**config.mk**
```make
export PLATFORM = sky130hd
export DESIGN_NAME = pdpu_dot_seq_flat
export DESIGN_NICKNAME = d
export VERILOG_FILES = /design/src/rtl/pdpu_pkg.sv /design/src/rtl/pdpu_dot_seq_if.sv /design/src/rtl/pdpu_dot_seq.sv /design/src/flat_wrapper.sv
export SDC_FILE = /design/constraint.sdc
export NUM_CORES = 1
export LEC_CHECK = 0
export CAP_MARGIN = 0
export CORE_ASPECT_RATIO = 2
export CORE_UTILIZATION = 35
export DETAILED_ROUTE_END_ITERATION = 7
export GPL_ROUTABILITY_DRIVEN = 0
export PLACE_DENSITY = 0.77
export SLEW_MARGIN = 20
export SYNTH_ARGS = -nofsm -noshare
export SYNTH_HDL_FRONTEND = slang
export SYNTH_SLANG_ARGS = --single-unit
```
**constraint.sdc**
```tcl
create_clock -name clk_i -period 6.6 [get_ports clk_i]
set_clock_uncertainty 0.15 [all_clocks]
set_input_delay 1.32 -clock clk_i [delete_from_list [all_inputs] [get_ports clk_i]]
set_output_delay 1.32 -clock clk_i [all_outputs]
set_load 0.02 [all_outputs]
```
**src/rtl/pdpu_pkg.sv**
```systemverilog
// Shared types and constants for the posit dot-product sequencer.
package pdpu_pkg;

  typedef enum logic [0:0] {
    IDLE  = 1'b0,
    ACCUM = 1'b1
  } chain_state_e;

  // Bit pattern of posit zero at any width; size-cast at the point of use.
  localparam int unsigned POSIT_ZERO = '0;

endpackage

```
**src/rtl/pdpu_dot_seq_if.sv**
```systemverilog
// Chunk input stream, result output stream and the link to the combinational
// pdpu_top, bundled for the dot-product sequencer.
interface pdpu_dot_seq_if #(
  parameter int N         = 4,
  parameter int n_i       = 8,
  parameter int n_o       = 16,
  parameter int CNT_WIDTH = 16
);
  logic                 in_valid_i;
  logic                 in_ready_o;
  logic [N*n_i-1:0]     in_a_i;
  logic [N*n_i-1:0]     in_b_i;
  logic                 in_first_i;
  logic                 in_last_i;
  logic [n_o-1:0]       init_acc_i;
  logic [N*n_i-1:0]     pdpu_a_o;
  logic [N*n_i-1:0]     pdpu_b_o;
  logic [n_o-1:0]       pdpu_acc_o;
  logic [n_o-1:0]       pdpu_result_i;
  logic                 out_valid_o;
  logic                 out_ready_i;
  logic [n_o-1:0]       out_data_o;
  logic [CNT_WIDTH-1:0] out_beats_o;
  logic                 err_o;

  modport slave (
    input  in_valid_i, in_a_i, in_b_i, in_first_i, in_last_i, init_acc_i,
           pdpu_result_i, out_ready_i,
    output in_ready_o, pdpu_a_o, pdpu_b_o, pdpu_acc_o, out_valid_o,
           out_data_o, out_beats_o, err_o
  );

  modport master (
    output in_valid_i, in_a_i, in_b_i, in_first_i, in_last_i, init_acc_i,
           pdpu_result_i, out_ready_i,
    input  in_ready_o, pdpu_a_o, pdpu_b_o, pdpu_acc_o, out_valid_o,
           out_data_o, out_beats_o, err_o
  );
endinterface

```
**src/rtl/pdpu_dot_seq.sv**
```systemverilog
// Streams operand chunks through the combinational pdpu_top, feeding each
// result back as the next accumulator and emitting one result per chain.
module pdpu_dot_seq
  import pdpu_pkg::*;
#(
  parameter int N         = 4,
  parameter int n_i       = 8,
  parameter int n_o       = 16,
  parameter int CNT_WIDTH = 16
) (
  input  logic             clk_i,
  input  logic             rst_i,
  pdpu_dot_seq_if.slave    bus
);

  // state | meaning
  // IDLE  | no chain open; the next accepted chunk starts one
  // ACCUM | chain open; accumulating until its last chunk is accepted

  chain_state_e         state_q, state_d;
  logic                 op_valid_q, op_last_q;
  logic [N*n_i-1:0]     op_a_q, op_b_q;
  logic [n_o-1:0]       acc_q;
  logic [CNT_WIDTH-1:0] cnt_q;
  logic                 out_valid_q;
  logic [n_o-1:0]       out_data_q;
  logic [CNT_WIDTH-1:0] out_beats_q;
  logic                 err_q, err_d;
  logic                 adv, accept, retire, start;

  // The stage only stalls when it holds a last beat that has nowhere to go.
  assign adv    = !op_valid_q || !op_last_q || !out_valid_q || bus.out_ready_i;
  assign accept = bus.in_valid_i && adv;
  assign retire = op_valid_q && adv;

  always_ff @(posedge clk_i or posedge rst_i) begin
    if (rst_i) begin
      state_q <= IDLE;
    end else begin
      state_q <= state_d;
    end
  end

  always_comb begin
    state_d = state_q;
    start   = 1'b0;
    err_d   = 1'b0;
    if (accept) begin
      // A stray non-first chunk in IDLE opens a chain of its own.
      start   = bus.in_first_i || (state_q == IDLE);
      err_d   = bus.in_first_i == (state_q == ACCUM);
      state_d = bus.in_last_i ? IDLE : ACCUM;
    end
  end

  always_ff @(posedge clk_i or posedge rst_i) begin
    if (rst_i) begin
      op_valid_q  <= 1'b0;
      op_last_q   <= 1'b0;
      op_a_q      <= '0;
      op_b_q      <= '0;
      acc_q       <= n_o'(POSIT_ZERO);
      cnt_q       <= '0;
      out_valid_q <= 1'b0;
      out_data_q  <= n_o'(POSIT_ZERO);
      out_beats_q <= '0;
      err_q       <= 1'b0;
    end else begin
      if (adv) begin
        op_valid_q <= bus.in_valid_i;
        op_last_q  <= bus.in_last_i;
        op_a_q     <= bus.in_a_i;
        op_b_q     <= bus.in_b_i;
      end

      if (accept && start) begin
        acc_q <= bus.init_acc_i;
      end else if (retire && !op_last_q) begin
        acc_q <= bus.pdpu_result_i;
      end

      if (accept) begin
        if (start) begin
          cnt_q <= CNT_WIDTH'(1);
        end else if (cnt_q != '1) begin
          cnt_q <= cnt_q + 1'b1;
        end
      end

      if (retire && op_last_q) begin
        out_valid_q <= 1'b1;
        out_data_q  <= bus.pdpu_result_i;
        out_beats_q <= cnt_q;
      end else if (bus.out_ready_i) begin
        out_valid_q <= 1'b0;
      end

      err_q <= err_d;
    end
  end

  assign bus.in_ready_o  = adv;
  assign bus.pdpu_a_o    = op_a_q;
  assign bus.pdpu_b_o    = op_b_q;
  assign bus.pdpu_acc_o  = acc_q;
  assign bus.out_valid_o = out_valid_q;
  assign bus.out_data_o  = out_data_q;
  assign bus.out_beats_o = out_beats_q;
  assign bus.err_o       = err_q;

endmodule
```
**src/flat_wrapper.sv**
```systemverilog
// flat-port wrapper written by rule: the top's interface ports become plain ports
module pdpu_dot_seq_flat import pdpu_pkg::*;
#(
  parameter int N         = 4,
  parameter int n_i       = 8,
  parameter int n_o       = 16,
  parameter int CNT_WIDTH = 16
)
  (clk_i, rst_i, bus_in_valid_i, bus_in_a_i, bus_in_b_i, bus_in_first_i, bus_in_last_i, bus_init_acc_i, bus_pdpu_result_i, bus_out_ready_i, bus_in_ready_o, bus_pdpu_a_o, bus_pdpu_b_o, bus_pdpu_acc_o, bus_out_valid_o, bus_out_data_o, bus_out_beats_o, bus_err_o);
  pdpu_dot_seq_if #(.N(N), .n_i(n_i), .n_o(n_o), .CNT_WIDTH(CNT_WIDTH)) bus_i ();
  input  logic clk_i;
  input  logic rst_i;
  input wire logic [$bits(bus_i.in_valid_i)-1:0] bus_in_valid_i;
  input wire logic [$bits(bus_i.in_a_i)-1:0] bus_in_a_i;
  input wire logic [$bits(bus_i.in_b_i)-1:0] bus_in_b_i;
  input wire logic [$bits(bus_i.in_first_i)-1:0] bus_in_first_i;
  input wire logic [$bits(bus_i.in_last_i)-1:0] bus_in_last_i;
  input wire logic [$bits(bus_i.init_acc_i)-1:0] bus_init_acc_i;
  input wire logic [$bits(bus_i.pdpu_result_i)-1:0] bus_pdpu_result_i;
  input wire logic [$bits(bus_i.out_ready_i)-1:0] bus_out_ready_i;
  output wire logic [$bits(bus_i.in_ready_o)-1:0] bus_in_ready_o;
  output wire logic [$bits(bus_i.pdpu_a_o)-1:0] bus_pdpu_a_o;
  output wire logic [$bits(bus_i.pdpu_b_o)-1:0] bus_pdpu_b_o;
  output wire logic [$bits(bus_i.pdpu_acc_o)-1:0] bus_pdpu_acc_o;
  output wire logic [$bits(bus_i.out_valid_o)-1:0] bus_out_valid_o;
  output wire logic [$bits(bus_i.out_data_o)-1:0] bus_out_data_o;
  output wire logic [$bits(bus_i.out_beats_o)-1:0] bus_out_beats_o;
  output wire logic [$bits(bus_i.err_o)-1:0] bus_err_o;
  assign bus_i.in_valid_i = bus_in_valid_i;
  assign bus_i.in_a_i = bus_in_a_i;
  assign bus_i.in_b_i = bus_in_b_i;
  assign bus_i.in_first_i = bus_in_first_i;
  assign bus_i.in_last_i = bus_in_last_i;
  assign bus_i.init_acc_i = bus_init_acc_i;
  assign bus_i.pdpu_result_i = bus_pdpu_result_i;
  assign bus_i.out_ready_i = bus_out_ready_i;
  assign bus_in_ready_o = bus_i.in_ready_o;
  assign bus_pdpu_a_o = bus_i.pdpu_a_o;
  assign bus_pdpu_b_o = bus_i.pdpu_b_o;
  assign bus_pdpu_acc_o = bus_i.pdpu_acc_o;
  assign bus_out_valid_o = bus_i.out_valid_o;
  assign bus_out_data_o = bus_i.out_data_o;
  assign bus_out_beats_o = bus_i.out_beats_o;
  assign bus_err_o = bus_i.err_o;
  pdpu_dot_seq #(.N(N), .n_i(n_i), .n_o(n_o), .CNT_WIDTH(CNT_WIDTH)) u_core (.clk_i(clk_i), .rst_i(rst_i), .bus(bus_i));
endmodule
```
Word-level counts from Yosys, hierarchy flattened. Index checks and enable logic that the tools add are counted.

Equality and inequality tests: 2. Multiplexer cells: 9. Bitwise gates (word level): 1. Reduce and logical (&&, ||, !) cells: 16. $add $sub $neg: 1.

Operators with widths (number): 16-bit two-way mux (4); 16-bit by 1-bit adder with 16-bit output, second input constant (1); 16-bit != test, second input constant (1); 2-bit nonzero test (3); 1-bit logical AND (5); 1-bit two-way mux (5); 1-bit logical OR (4); 1-bit logical NOT (3); 2-bit AND reduction (1); 1-bit equality test (1); 1-bit inverter (1).

Flip-flop bits (word level): 133. Input bits: 102.

Depth between registers and ports, before layout.
Word-level depth: 8. Mapped depth: 8. Gate-level depth less buffers: 7.

Worst setup path after synthesis. No wires, ideal clock.

Kind: in2out. Start: input bus_out_ready_i. End: output bus_in_ready_o. Required time: 5.130 ns. Cell stages on the path: 4. Path slack: 3.030 ns. Arrival: 2.100 ns. Cell sequence: and4b_1 buf_2 inv_2 clkbuf_1.

Longest elaborated chain between the ends: 1.

RTL lines: from (decl) (line flat_wrapper.sv:20) `input wire logic [$bits(bus_i.out_ready_i)-1:0] bus_out_ready_i;`; 1-bit logical OR (line pdpu_dot_seq.sv:32) `assign adv = !op_valid_q || !op_last_q || !out_valid_q || bus.out_ready_i;`; to (decl) (line flat_wrapper.sv:21) `output wire logic [$bits(bus_i.in_ready_o)-1:0] bus_in_ready_o;`.

No other way between the ends.

Worst setup path in the final report. Same ends and word-level chain as after synthesis.

==> flow_metrics.py <==
metrics = {
    "placed_design": {
        "dp_cells": 923,
        "postPlaceCellArea_um2": 7761,
        "hpwlAfterDp_mm": 10.40,
        "place_ws_ps": 2318,
        "port_buffers": 216,
    },
    "grt": {
        "gr-total-overflow": 0,
        "grt_max_degree": 94,
        "grt_pass1_wl_mm": 23.81,
        "antenna_found_initial": 1,
        "track_usage_pct": 19.30,
        "grt_pass1_vias": 4641,
    },
    "logic_synthesis": {
        "yosysSeqAreaShare_pct": 61.14,
        "netlist_top_cells_count": "223 x nand2_1, 133 x dfrtp_1, 32 x mux2_2, 23 x o21ai_0, 18 x buf_2",
        "synth_area_leaders": "dfrtp_1 61%, nand2_1 15%, mux2_2 6.6%",
        "synth.most_common_cell": "nand2_1",
        "ys_ff_latch": 133,
        "yosys_most_used_dff": "dfrtp_1",
        "ys_warn_count": 0,
        "yosys.area.top_type_share_pct": 61.14,
        "synth_area_um2": 5444,
        "netlist_instances": 533,
        "ys_types": 36,
        "synth_edf_count": 0,
        "synth_top_cell_by_area": "dfrtp_1",
        "syn_nets": 637,
        "synth-async-reset-ratio_pct": 100.0,
        "synth_area_per_cell_um2": 10.21,
    },
    "setup_path": {
        "worstSetupPathType": "in -> out",
        "cp.arrival_ps": 2800,
        "crit_fanout": 3,
        "reg2reg_slack_ps": 4020,
        "critPathLaunchType": "input pin",
        "cp.required_ps": 5130,
        "reg2reg_to": "u_core.cnt_q[5]",
        "reg2reg_depth": 6,
        "reg2reg_from": "u_core.cnt_q[0]",
        "endpoint_kind": "primary output",
    },
    "layout": {
        "drive_gt1_share_pct": 10.69,
        "multi_input_area_um2": 1963,
        "fillerInstances": 1345,
        "instances_no_fill": 957,
        "regArea_um2": 3328,
        "syn2layout_area_growth_pct": 55.34,
        "postLayoutCellArea_um2": 8457,
        "fin_nets": 849,
        "utilization_pct": 55.58,
    },
    "drt": {
        "route.detailed.drc": 0,
        "vias": 4521,
        "drt_iter0_drc": 160,
        "vias_per_cell": 4.724,
        "final_antenna_net_count": 0,
        "routed_wl_mm": 14.93,
        "wl_per_cell_um": 15.60,
        "first_pass_iters": 5,
    },
    "clocking": {
        "cts_root_buffer": "clkbuf_16",
        "path_clk_slew_ps": 50,
        "postCtsSetupBuffers": 0,
        "cts_tree": "built",
        "clock_sinks": 133,
        "post_cts_resized": 0,
        "holdBufCountCts": 0,
        "ctsHtreeMaxLevel": 4,
        "clockBufferDepth": 2,
        "numCtsBuffers": 17,
        "clk_latency_ps": 420,
    },
    "pwr": {
        "swShare_pct": 26.37,
        "p_int_mw": 1.824,
        "p_leak_nw": 3.833,
        "pwr-share-seq_pct": 38.1,
        "ir_drop_mv": 0.1871,
        "p_switching_mw": 0.6530,
        "power_frac_comb_pct": 19.2,
        "p_clk_share_pct": 42.7,
        "total_power_mw": 2.477,
        "p_per_area_nw_per_um2": 292.9,
    },
    "timing": {
        "finalCritPeriodShare_pct": 64.74,
        "fmax_mhz": 234.0,
        "final_max_slew_viol_count": 0,
        "tns_ps": 0,
        "tightest_slew_ps": 862.9,
        "rsz0062_at_grt": "no",
        "hold_ws_ps": 308.5,
        "layout_setup_ws_ps": 2327,
        "min_period_ps": 4273,
        "setup_viol_count_final": 0,
        "hold_viol": 0,
        "max_slew_margin_pct": 42.48,
    },
    "min_path": {
        "holdPathStages": 2,
        "holdCritStartpoint": "u_core.bus.pdpu_a_o[17]",
        "whs_endpoint": "u_core.bus.pdpu_a_o[17]",
        "hold_class": "reg -> reg",
    },
    "floorplanning": {
        "coreArea_um2": 15210,
        "dieArea_um2": 16090,
        "ioPinCount": 217,
        "num_rows": 64,
        "dieHeight_um": 178.4,
        "fp.dieW_um": 90.19,
        "initial_core_util_pct": 35.78,
    },
    "outcome": {
        "status": "complete, no violations",
    },
    "flow_run": {
        "cap_violations": 0,
    },
}
-- power by group through the flow --
stage	Clock [mW]	Combinational, mW	Sequential, mW
after floorplan	0	0.128	1.05
after detailed placement	0	0.477	0.958
after CTS	1.08	0.479	0.944
final	1.06	0.475	0.944
after global routing	1.11	0.510	0.955
after global placement	0	0.472	0.954
-- cell families (layout without fill, tap and decap cells) --
family | count (synthesis) | in the layout | share of synthesized area [%]
simple gates | 256 | 256 | 19.19
flops | 133 | 133 | 61.14
compound gates | 57 | 57 | 6.297
mux | 49 | 49 | 9.745
buf+inv | 36 | 261 | 3.172
fa+ha+maj | 2 | 2 | 0.4596
other cells | 0 | 1 | 0
-- worst max path at each step --
stage | startpoint | end | slack [ps] | depth (start not counted)
after CTS | bus_out_ready_i | bus_in_ready_o | 2300 | 4
after global placement | bus_out_ready_i | bus_in_ready_o | 2330 | 4
final | bus_out_ready_i | bus_in_ready_o | 2330 | 4
after floorplan | rst_i | u_core.bus.err_o | 1580 | 1
after global routing | bus_out_ready_i | bus_in_ready_o | 2290 | 4
after detailed placement | bus_out_ready_i | bus_in_ready_o | 2320 | 4
-- flip-flops by register name, indices dropped and copies added (netlist names) --
name	flops
u_core.cnt_q	16
u_core.bus.pdpu_acc_o	16
u_core.op_last_q	1
u_core.bus.out_beats_o	16
u_core.bus.pdpu_b_o	32
u_core.op_valid_q	1
u_core.bus.pdpu_a_o	32
u_core.bus.out_valid_o	1
u_core.bus.out_data_o	16
u_core.bus.err_o	1
u_core.state_q	1
-- layout make-up --
| class | instances | area share, % |
|---|---|---|
| inverter | 8 | 0.4143 |
| multi-input combinational | 364 | 23.21 |
| clock inverter | 14 | 2.619 |
| antenna | 1 | 0.02959 |
| clock buffer | 18 | 5.193 |
| tap | 198 | 2.929 |
| sequential | 133 | 39.35 |
| timing repair buffer | 221 | 26.25 |
-- worst max-delay path, stage by stage --
cell and delay (ps):
clkdlybuf4s50_1 510, and4b_2 260, inv_2 60, clkdlybuf4s50_1 660
-- layer usage --
layer  track usage [%]  vias up  part of all wire (%)
li1                  -     2179                     -
met1             20.02     2148                    37
met2             35.31      164                    55
met3             5.328       30                   4.7
met4             9.812        0                   3.2
met5                 0        -                     0
-- cell usage in the layout (no fill, tap or decap), types with 3 or more instances in the layout --
master	Yosys	routed
nand2_1	223	223
clkdlybuf4s50_1	0	216
dfrtp_1	133	133
mux2_2	32	32
o21ai_0	23	23
mux2i_1	17	17
clkbuf_16	0	17
o21ai_1	11	11
o31ai_1	9	9
nor2_1	6	6
nand3_1	6	6
inv_1	6	5
a31oi_1	5	5
inv_6	0	5
bufinv_16	0	5
buf_4	2	4
and3_1	3	3
a21oi_1	4	3
nand4_1	3	3
clkinv_4	0	3
Power figures use the tool's default switching activity.
